$ cat src/rtl/ram_upload_responder.sv
// Upload responder: answers HPS ioctl uploads for one index by reading a window
// of core work RAM byte-by-byte, pausing the CPU while the upload runs, and
// requesting an autosave upload once written data has been stable for a while.
module ram_upload_responder #(
    parameter int unsigned          ADDR_W        = 16,
    parameter logic [ADDR_W-1:0]    REGION_BASE   = '0,
    parameter int unsigned          REGION_LEN    = 256,
    parameter logic [7:0]           UPLOAD_INDEX  = 8'd4,
    parameter logic [7:0]           STABLE_FRAMES = 8'd60,
    parameter logic [7:0]           ACK_TIMEOUT   = 8'd255
) (
    input  logic              clk_49m,
    input  logic              reset,
    input  logic              ioctl_upload,
    input  logic [7:0]        ioctl_index,
    input  logic [24:0]       ioctl_addr,
    input  logic              ioctl_rd,
    output logic [7:0]        ioctl_din,
    output logic              ioctl_wait,
    output logic              ioctl_upload_req,
    input  logic              autosave,
    input  logic              vblank,
    input  logic              ram_wr_seen,
    output logic              pause_req,
    input  logic              paused,
    output logic              ram_req,
    output logic [ADDR_W-1:0] ram_addr,
    input  logic [7:0]        ram_data,
    input  logic              ram_ack,
    output logic              timeout_err
);

    typedef enum logic [2:0] {IDLE, PAUSING, READY, FETCH, DRAIN} state_t;

    state_t            state_q;
    logic              active_q;
    logic              vblank_q;
    logic              wait_q;
    logic              pause_req_q;
    logic              ram_req_q;
    logic [ADDR_W-1:0] ram_addr_q;
    logic [7:0]        din_q;
    logic              timeout_q;
    logic [7:0]        tmo_q;
    logic              pend_q;
    logic [24:0]       pend_addr_q;
    logic              upload_req_q;
    logic              dirty_q;
    logic              issued_q;
    logic              wr_during_q;
    logic              was_idle_q;
    logic [7:0]        frame_q;

    logic        active;
    logic        start;
    logic        vb_rise;
    logic        rd_any;
    logic [24:0] rd_addr;
    logic        in_range;
    logic        upload_end;
    logic        tmo_hit;

    assign active     = ioctl_upload && (ioctl_index == UPLOAD_INDEX);
    assign start      = active && !active_q;
    assign vb_rise    = vblank && !vblank_q;
    // A read captured while pausing is served as soon as the pause completes.
    assign rd_any     = ioctl_rd || pend_q;
    assign rd_addr    = ioctl_rd ? ioctl_addr : pend_addr_q;
    assign in_range   = ({7'd0, rd_addr} < REGION_LEN);
    assign upload_end = (state_q == IDLE) && !was_idle_q;
    assign tmo_hit    = (tmo_q == ACK_TIMEOUT - 8'd1);

    assign ioctl_din        = din_q;
    assign ioctl_wait       = wait_q || (active && ioctl_rd);
    assign ioctl_upload_req = upload_req_q;
    assign pause_req        = pause_req_q;
    assign ram_req          = ram_req_q;
    assign ram_addr         = ram_addr_q;
    assign timeout_err      = timeout_q;

    // Edge-detect history for upload activity and vblank.
    always_ff @(posedge clk_49m or negedge reset) begin
        if (!reset) begin
            active_q <= 1'b0;
            vblank_q <= 1'b0;
        end else begin
            active_q <= active;
            vblank_q <= vblank;
        end
    end

    // Upload FSM: pause handshake, byte fetch with timeout, drain on early end.
    always_ff @(posedge clk_49m or negedge reset) begin
        if (!reset) begin
            state_q     <= IDLE;
            wait_q      <= 1'b0;
            pause_req_q <= 1'b0;
            ram_req_q   <= 1'b0;
            ram_addr_q  <= '0;
            din_q       <= 8'h00;
            timeout_q   <= 1'b0;
            tmo_q       <= 8'd0;
            pend_q      <= 1'b0;
            pend_addr_q <= '0;
        end else begin
            case (state_q)
                IDLE: begin
                    wait_q      <= 1'b0;
                    ram_req_q   <= 1'b0;
                    pause_req_q <= 1'b0;
                    pend_q      <= 1'b0;
                    if (start) begin
                        state_q     <= PAUSING;
                        pause_req_q <= 1'b1;
                        timeout_q   <= 1'b0;
                    end
                end
                PAUSING: begin
                    if (!active) begin
                        state_q     <= IDLE;
                        pause_req_q <= 1'b0;
                        wait_q      <= 1'b0;
                        pend_q      <= 1'b0;
                    end else begin
                        if (ioctl_rd) begin
                            pend_q      <= 1'b1;
                            pend_addr_q <= ioctl_addr;
                            wait_q      <= 1'b1;
                        end
                        if (paused) begin
                            pend_q  <= 1'b0;
                            state_q <= READY;
                            if (rd_any) begin
                                if (in_range) begin
                                    state_q    <= FETCH;
                                    ram_req_q  <= 1'b1;
                                    ram_addr_q <= REGION_BASE + rd_addr[ADDR_W-1:0];
                                    tmo_q      <= 8'd0;
                                    wait_q     <= 1'b1;
                                end else begin
                                    din_q  <= 8'hFF;
                                    wait_q <= 1'b0;
                                end
                            end
                        end
                    end
                end
                READY: begin
                    if (!active) begin
                        state_q     <= IDLE;
                        pause_req_q <= 1'b0;
                    end else if (ioctl_rd) begin
                        if (in_range) begin
                            state_q    <= FETCH;
                            ram_req_q  <= 1'b1;
                            ram_addr_q <= REGION_BASE + rd_addr[ADDR_W-1:0];
                            tmo_q      <= 8'd0;
                            wait_q     <= 1'b1;
                        end else begin
                            din_q <= 8'hFF;
                        end
                    end
                end
                FETCH, DRAIN: begin
                    if (ram_ack || tmo_hit) begin
                        din_q     <= ram_ack ? ram_data : 8'h00;
                        timeout_q <= timeout_q || !ram_ack;
                        ram_req_q <= 1'b0;
                        wait_q    <= 1'b0;
                        if (active && state_q == FETCH) begin
                            state_q <= READY;
                        end else begin
                            state_q     <= IDLE;
                            pause_req_q <= 1'b0;
                        end
                    end else begin
                        tmo_q <= tmo_q + 8'd1;
                        if (!active) begin
                            state_q <= DRAIN;
                            wait_q  <= 1'b0;
                        end
                    end
                end
                default: state_q <= IDLE;
            endcase
        end
    end

    // Dirty tracking and the stable-frames autosave request.
    always_ff @(posedge clk_49m or negedge reset) begin
        if (!reset) begin
            upload_req_q <= 1'b0;
            dirty_q      <= 1'b0;
            issued_q     <= 1'b0;
            wr_during_q  <= 1'b0;
            was_idle_q   <= 1'b1;
            frame_q      <= 8'd0;
        end else begin
            upload_req_q <= 1'b0;
            was_idle_q   <= (state_q == IDLE);
            if (state_q != IDLE && ram_wr_seen) begin
                wr_during_q <= 1'b1;
            end
            if (upload_end) begin
                dirty_q     <= wr_during_q || ram_wr_seen;
                issued_q    <= 1'b0;
                frame_q     <= 8'd0;
                wr_during_q <= 1'b0;
            end else if (ram_wr_seen) begin
                dirty_q  <= 1'b1;
                frame_q  <= 8'd0;
                issued_q <= 1'b0;
            end else if (!autosave) begin
                frame_q <= 8'd0;
            end else if (state_q == IDLE && dirty_q && !issued_q && vb_rise) begin
                if (frame_q == STABLE_FRAMES - 8'd1) begin
                    upload_req_q <= 1'b1;
                    issued_q     <= 1'b1;
                    frame_q      <= 8'd0;
                end else if (frame_q != 8'hFF) begin
                    frame_q <= frame_q + 8'd1;
                end
            end
        end
    end

endmodule

$ cat config.mk
export PLATFORM = sky130hd
export DESIGN_NAME = ram_upload_responder
export DESIGN_NICKNAME = d
export VERILOG_FILES = /design/src/rtl/ram_upload_responder.sv
export SDC_FILE = /design/constraint.sdc
export NUM_CORES = 1
export LEC_CHECK = 0
export CORE_AREA = 10 10 98 100
export DETAILED_ROUTE_END_ITERATION = 7
export DIE_AREA = 0 0 108 110
export PLACE_DENSITY = 0.87
export RECOVER_POWER = 25
export SETUP_SLACK_MARGIN = 0.4
export SKIP_CTS_REPAIR_TIMING = 1
export SYNTH_ARGS = -nofsm -noshare
export SYNTH_HDL_FRONTEND = slang
export SYNTH_SLANG_ARGS = --single-unit
$ cat constraint.sdc
create_clock -name clk_49m -period 2.22 [get_ports clk_49m]
set_input_delay 0.333 -clock clk_49m [delete_from_list [all_inputs] [get_ports clk_49m]]
set_output_delay 0.333 -clock clk_49m [all_outputs]
set_load 0.005 [all_outputs]
* Word-level counts from Yosys, hierarchy flattened
Index checks and enable logic that the tools add are counted.
** Operators by class
- $add $sub $neg :: 2
- Magnitude comparators :: 1
- Eq/ne operators :: 26
- Mux-type cells :: 87
- Reductions and logical operators :: 47
** Operators by type and width (number)
- two-way mux 8 bit :: 21
- two-way mux 16 bit :: 6
- case mux 8 bit (3 select lines) :: 2
- two-way mux 1 bit :: 41
- case mux 16 bit (2 select lines) :: 1
- less-than comparator 25 x 9 -> 1 bit, second input constant :: 1
- two-way mux 25 bit :: 1
- two-way mux 3 bit :: 8
- != test 2 bit, second input constant :: 11
- AND reduction 7 bit :: 3
- nonzero test 3 bit :: 6
- adder 8 x 1 -> 8 bit, second input constant :: 2
- != test 3 bit, second input constant :: 4
- case mux 3 bit (4 select lines) :: 1
- logical AND 1 bit :: 10
- AND reduction 5 bit :: 2
- nonzero test 2 bit :: 5
- == test 8 x 3 -> 1 bit, second input constant :: 1
- == test 8 x 6 -> 1 bit, second input constant :: 1
- == test 8 bit, second input constant :: 1
- != test 8 bit, second input constant :: 1
- case mux 1 bit (4 select lines) :: 2
- == test 3 x 2 -> 1 bit, second input constant :: 2
- AND reduction 2 bit :: 3
- other kinds (16) :: 27
** Word-level totals
- Flip-flop bits (word level) :: 80
- Bits of input ports :: 50
- Output and inout bits :: 29
- Logic and storage cells :: 181

* Depth between registers and ports, before layout
- Depth in word-level cells :: 8
- Depth in mapped cells :: 8
- Gate-level depth less buffers :: 7

* Worst setup path before layout
No wires, ideal clock.
- Path kind :: input port to flip-flop
- From :: input port ioctl_index[1]
- To :: register state_q[0]
- Library setup time :: 0.125 ns
- Arrival :: 1.773 ns
- Required time :: 2.095 ns
- Setup slack :: 0.322 ns
- Stages :: 6
- Buffers on the path :: 0
- Cell sequence :: nor3_1 > nand4b_4 > or4_4 > o21ai_2 > a211oi_2 > mux2_4
** On the way
- Word-level cells in the longest chain between the ends :: 5
- Elaborated cells on any way between the ends :: 12
- Those cells by class :: eq/ne: 6; mux: 3; reduce/logical: 3
** Ends and longest elaborated chain
- start, declared :: RTL line 15 : input logic [7:0] ioctl_index,
- == test 8 x 3 -> 1 bit * :: RTL line 63 : assign active = ioctl_upload && (ioctl_index == UPLOAD_INDEX);
- logical AND 1 bit * :: RTL line 63
- logical AND 1 bit :: RTL line 64 : assign start = active && !active_q;
- != test 2 bit (no source line)
- AND reduction 5 bit (no source line)
- end signal, assigned :: RTL line 95 : state_q <= IDLE;
- end signal, assigned :: RTL line 113 : state_q <= PAUSING;
- end signal, assigned :: RTL line 120 : state_q <= IDLE;
- end, declared :: RTL line 35 : state_t state_q;
Every way passes the cells marked *; elsewhere a longest branch is shown, timed or not.
A chain may end at the register's enable or synchronous reset.

* Worst setup path in the final report
- From :: register state_q[0]
- To :: register tmo_q[7]
** On the way
- Word-level cells in the longest chain between the ends :: 4
- Elaborated cells on any way between the ends :: 14
- Those cells by class :: eq/ne: 10; mux: 1; reduce/logical: 3
** Ends and longest elaborated chain
- == test 3 x 2 -> 1 bit or == test 3 bit (tied branches) :: RTL line 106 : case (state_q)
- OR reduction 2 bit :: RTL line 106
- != test 2 bit (no source line) or nonzero test 3 bit (tied branches)
- AND reduction 7 bit (no source line)
- end signal, assigned :: RTL line 177 : tmo_q <= tmo_q + 8'd1;
- end, declared :: RTL line 44 : logic [7:0] tmo_q;
Several ways; a longest one is shown, not always the timed one.

==> flow_summary.yaml <==
status:
  status: "finished, final reports clean"
clock_network:
  root_buffer: "clkbuf_8"
  clkLatencyLatePin_ps: 360
  cts.clk_slew.worst_paths_ps: 90
  cts_tree: "done"
  cts.path.max_buffers: 2
  numCtsBuffers: 9
  htreeDepth: 3
  cts.sinks: 80
synth:
  ys.flop_type: "dfrtp_1"
  synth_nets: 398
  ys_top_cells_by_area: "dfrtp_1 52%, mux2_2 5.9%, nand2_1 3.8%"
  synth_seq_cells: 80
  synth_cell_type_count: 58
  synth_seq_area_share_pct: 52.70
  synth_top_area_share_pct: 52.01
  syn_inst: 345
  yosys_warnings: 0
  synth-edff-count: 0
  netlist_area_um2: 3801
  syn_area_per_cell_um2: 11.02
  synth_area_leader_cell: "dfrtp_1"
  ys_async_sr_fraction_pct: 100.0
critical_path:
  cp.arrival_ps: 2420
  cpPeakStageDelay_ps: 490
  worstRegToRegCells: 7
  r2r-start: "state_q[0]$_DFFE_PN0P_"
  crit_required_ps: 2500
  startpoint_type: "flop"
  rr_endpoint: "tmo_q[7]$_DFFE_PN0P_"
  crit_type: "reg -> reg"
  crit_end: "tmo_q[7]$_DFFE_PN0P_"
  critPathLaunch: "state_q[0]$_DFFE_PN0P_"
  end_kind: "flop"
  crit_fanout: 8
  r2r_setup_slack_ps: 80
  cp_slowest_cell: "dfrtp_1"
  crit_chain: "buf_2, nor3b_1, o31a_1, a21oi_2, nand2_2, nor4_2, mux2i_1"
global_routing:
  antenna_found_initial: 0
  met2_usage_pct: 28.92
  busiest_layer: "met2"
  grtUsageTotal_pct: 15.92
  grt_use_met3_pct: 3.018
  grt_pass1_vias: 3224
  grt_pass1_wl_um: 15410
  grt_max_degree: 50
  grt_overflow: 0
  grtUsageMet1_pct: 18.09
final_layout:
  finalNetCount: 524
  register_area_um2: 2006
  instances_no_fill: 578
  layout-drive-gt1-share_pct: 30.25
  area_delta_synth_final_pct: 46.77
  antennaDiodeCount: 0
  multi_input_area_um2: 1952
  fill_cells: 501
drt:
  wl_per_cell_um: 18.34
  drc_errors: 0
  drtIter0Drc: 226
  drt_first_pass_iters: 4
  via_per_inst: 5.597
  wl_um: 10600
  vias: 3235
  ant_nets: 0
timing:
  worst_pin_slew_ps: 770.8
  finalSetupViolations: 0
  rsz0062_at_grt: "yes"
  slew_headroom_pct: 48.61
  clock_skew_ps: 13.43
  period_needed_ps: 2144
  slew_violations: 0
  timing.final.hold_violations: 0
  whs_ps: 278.7
  fin_crit_sh_pct: 96.57
  max_freq_mhz: 466.4
placed_design:
  port_buffers: 78
  gp_congestion: 0.8705
  dp_hpwl_um: 6830
  post-place-cells: 542
power_and_ir_drop:
  p_seq_share_pct: 37.7
  peakVddDrop_mv: 0.4041
  power_density_nw_per_um2: 878.0
  intPower_mw: 3.226
  power.share.clock_pct: 23.7
  switching_share_pct: 34.15
  p_switching_mw: 1.673
  power_frac_comb_pct: 38.6
  leakagePower_nw: 2.588
die:
  placementRows: 32
  dieHeight_um: 110
  start_util_pct: 49.71
  die_x_um: 108
  ios: 79
  die_area_um2: 11880
  core_um2: 7647
hold_path:
  hp-class: "in -> reg"
run:
  drv_cap: 0
-- placed cells by master, fill, tap and decap left out, types with 3 or more instances in the layout --
master,count
mux2_2,20
nand2_4,3
and2_4,8
nor4_2,7
a21oi_4,4
nor2_2,4
buf_6,7
o21ai_0,11
clkdlybuf4s50_1,65
dlymetal6s2s_1,11
mux2i_1,14
mux2_1,5
inv_1,4
clkbuf_16,3
a21o_1,4
nand2_1,34
o21ai_2,3
nor3_1,3
clkbuf_8,9
nor3_2,7
dfrtp_1,77
nand3_1,7
clkbuf_1,4
nor2_1,21
buf_4,35
nand2b_1,12
nor4_1,3
a21oi_1,15
a2bb2oi_1,9
-- area by class of cell --
cell class,count,area share (%)
clock buffer,13,2.489
inverter,6,0.4485
clock inverter,3,1.211
multi-input combinational,247,34.99
tap,102,2.288
timing repair buffer,127,22.63
sequential,80,35.95
-- sequential cells by signal (all words and copies together), names as in the netlist, 3 cells and up --
signal	cells
pend_addr_q	25
frame_q	8
state_q	3
tmo_q	8
ram_addr	16
ioctl_din	8
-- synthesized netlist by cell type (3+ instances only) --
| library cell | number |
|---|---|
| nor2_1 | 25 |
| nor4b_1 | 3 |
| nor3b_1 | 3 |
| mux2_1 | 5 |
| buf_6 | 3 |
| nor3_1 | 11 |
| mux2i_1 | 14 |
| mux2_2 | 20 |
| a21oi_2 | 3 |
| ha_1 | 3 |
| nor4_1 | 8 |
| nand2_1 | 38 |
| nand3_1 | 8 |
| o21ai_0 | 16 |
| a21o_1 | 4 |
| clkbuf_1 | 5 |
| inv_1 | 4 |
| a21oi_1 | 18 |
| a2bb2oi_1 | 9 |
| buf_2 | 3 |
| and2_1 | 8 |
| dfrtp_1 | 79 |
| nand2b_1 | 12 |
-- power by group through the flow --
stage                     Combinational, mW  Clock (mW)  Sequential [mW]
after floorplan                       0.963           0             1.80
after global placement                 1.49           0             1.86
after detailed placement               1.53           0             1.88
after CTS                              1.55        1.17             1.85
after global routing                   2.06        1.24             1.87
final                                  1.89        1.16             1.84
-- metrics by stage --
step	power [mW]	worst slack, ps	area (µm²)	utilization [%]	TNS (ps)
2_1_floorplan	2.759	322.3	3806	-	0
3_3_place_gp	3.343	-211.5	4880	63.81	-4597
3_5_place_dp	3.405	-215.1	4880	63.81	-5320
4_1_cts	4.566	-185.0	5086	66.51	-185.0
5_1_grt	5.168	-63.03	5579	72.95	-63.03
6_report	4.898	76.08	5579	72.95	0
-- worst min path at each step --
stage	slack (ps)	start	to	cells past startpoint
2_1_floorplan	40	reset	active_q$_DFF_PN0_	0
3_3_place_gp	300	reset	frame_q[2]$_DFFE_PN0P_	1
3_5_place_dp	300	reset	frame_q[2]$_DFFE_PN0P_	1
4_1_cts	-80	reset	pend_addr_q[10]$_DFFE_PN0P_	1
5_1_grt	280	ioctl_addr[8]	pend_addr_q[8]$_DFFE_PN0P_	2
6_report	280	ioctl_addr[8]	pend_addr_q[8]$_DFFE_PN0P_	2
-- per-layer routing --
metal	wire length (µm)	share of wire, %
met5	0	0
met4	274	2.6
met3	505	4.8
met2	5863	55
met1	3957	37
-- logic make-up (layout without fill, tap and decap cells) --
family	count (synthesis)	count (layout)	share of synthesized area, %
simple gates	136	136	20.14
flops	80	80	52.70
compound gates	65	65	11.42
mux	40	40	11.49
buf+inv	18	149	2.567
fa+ha+maj	3	3	0.9876
xor+xnor	3	3	0.6914
-- critical path, delay by kind of cell, from the launching register on --
| family | cells | cell delay, ps |
|---|---|---|
| multiplexers | 1 | 250 |
| AO/OA/AOI/OAI | 2 | 530 |
| buffers and inverters | 1 | 240 |
| AND/OR/NAND/NOR | 3 | 550 |
| flip-flops | 1 | 490 |
No activity file was read; power rests on OpenSTA's default activity.
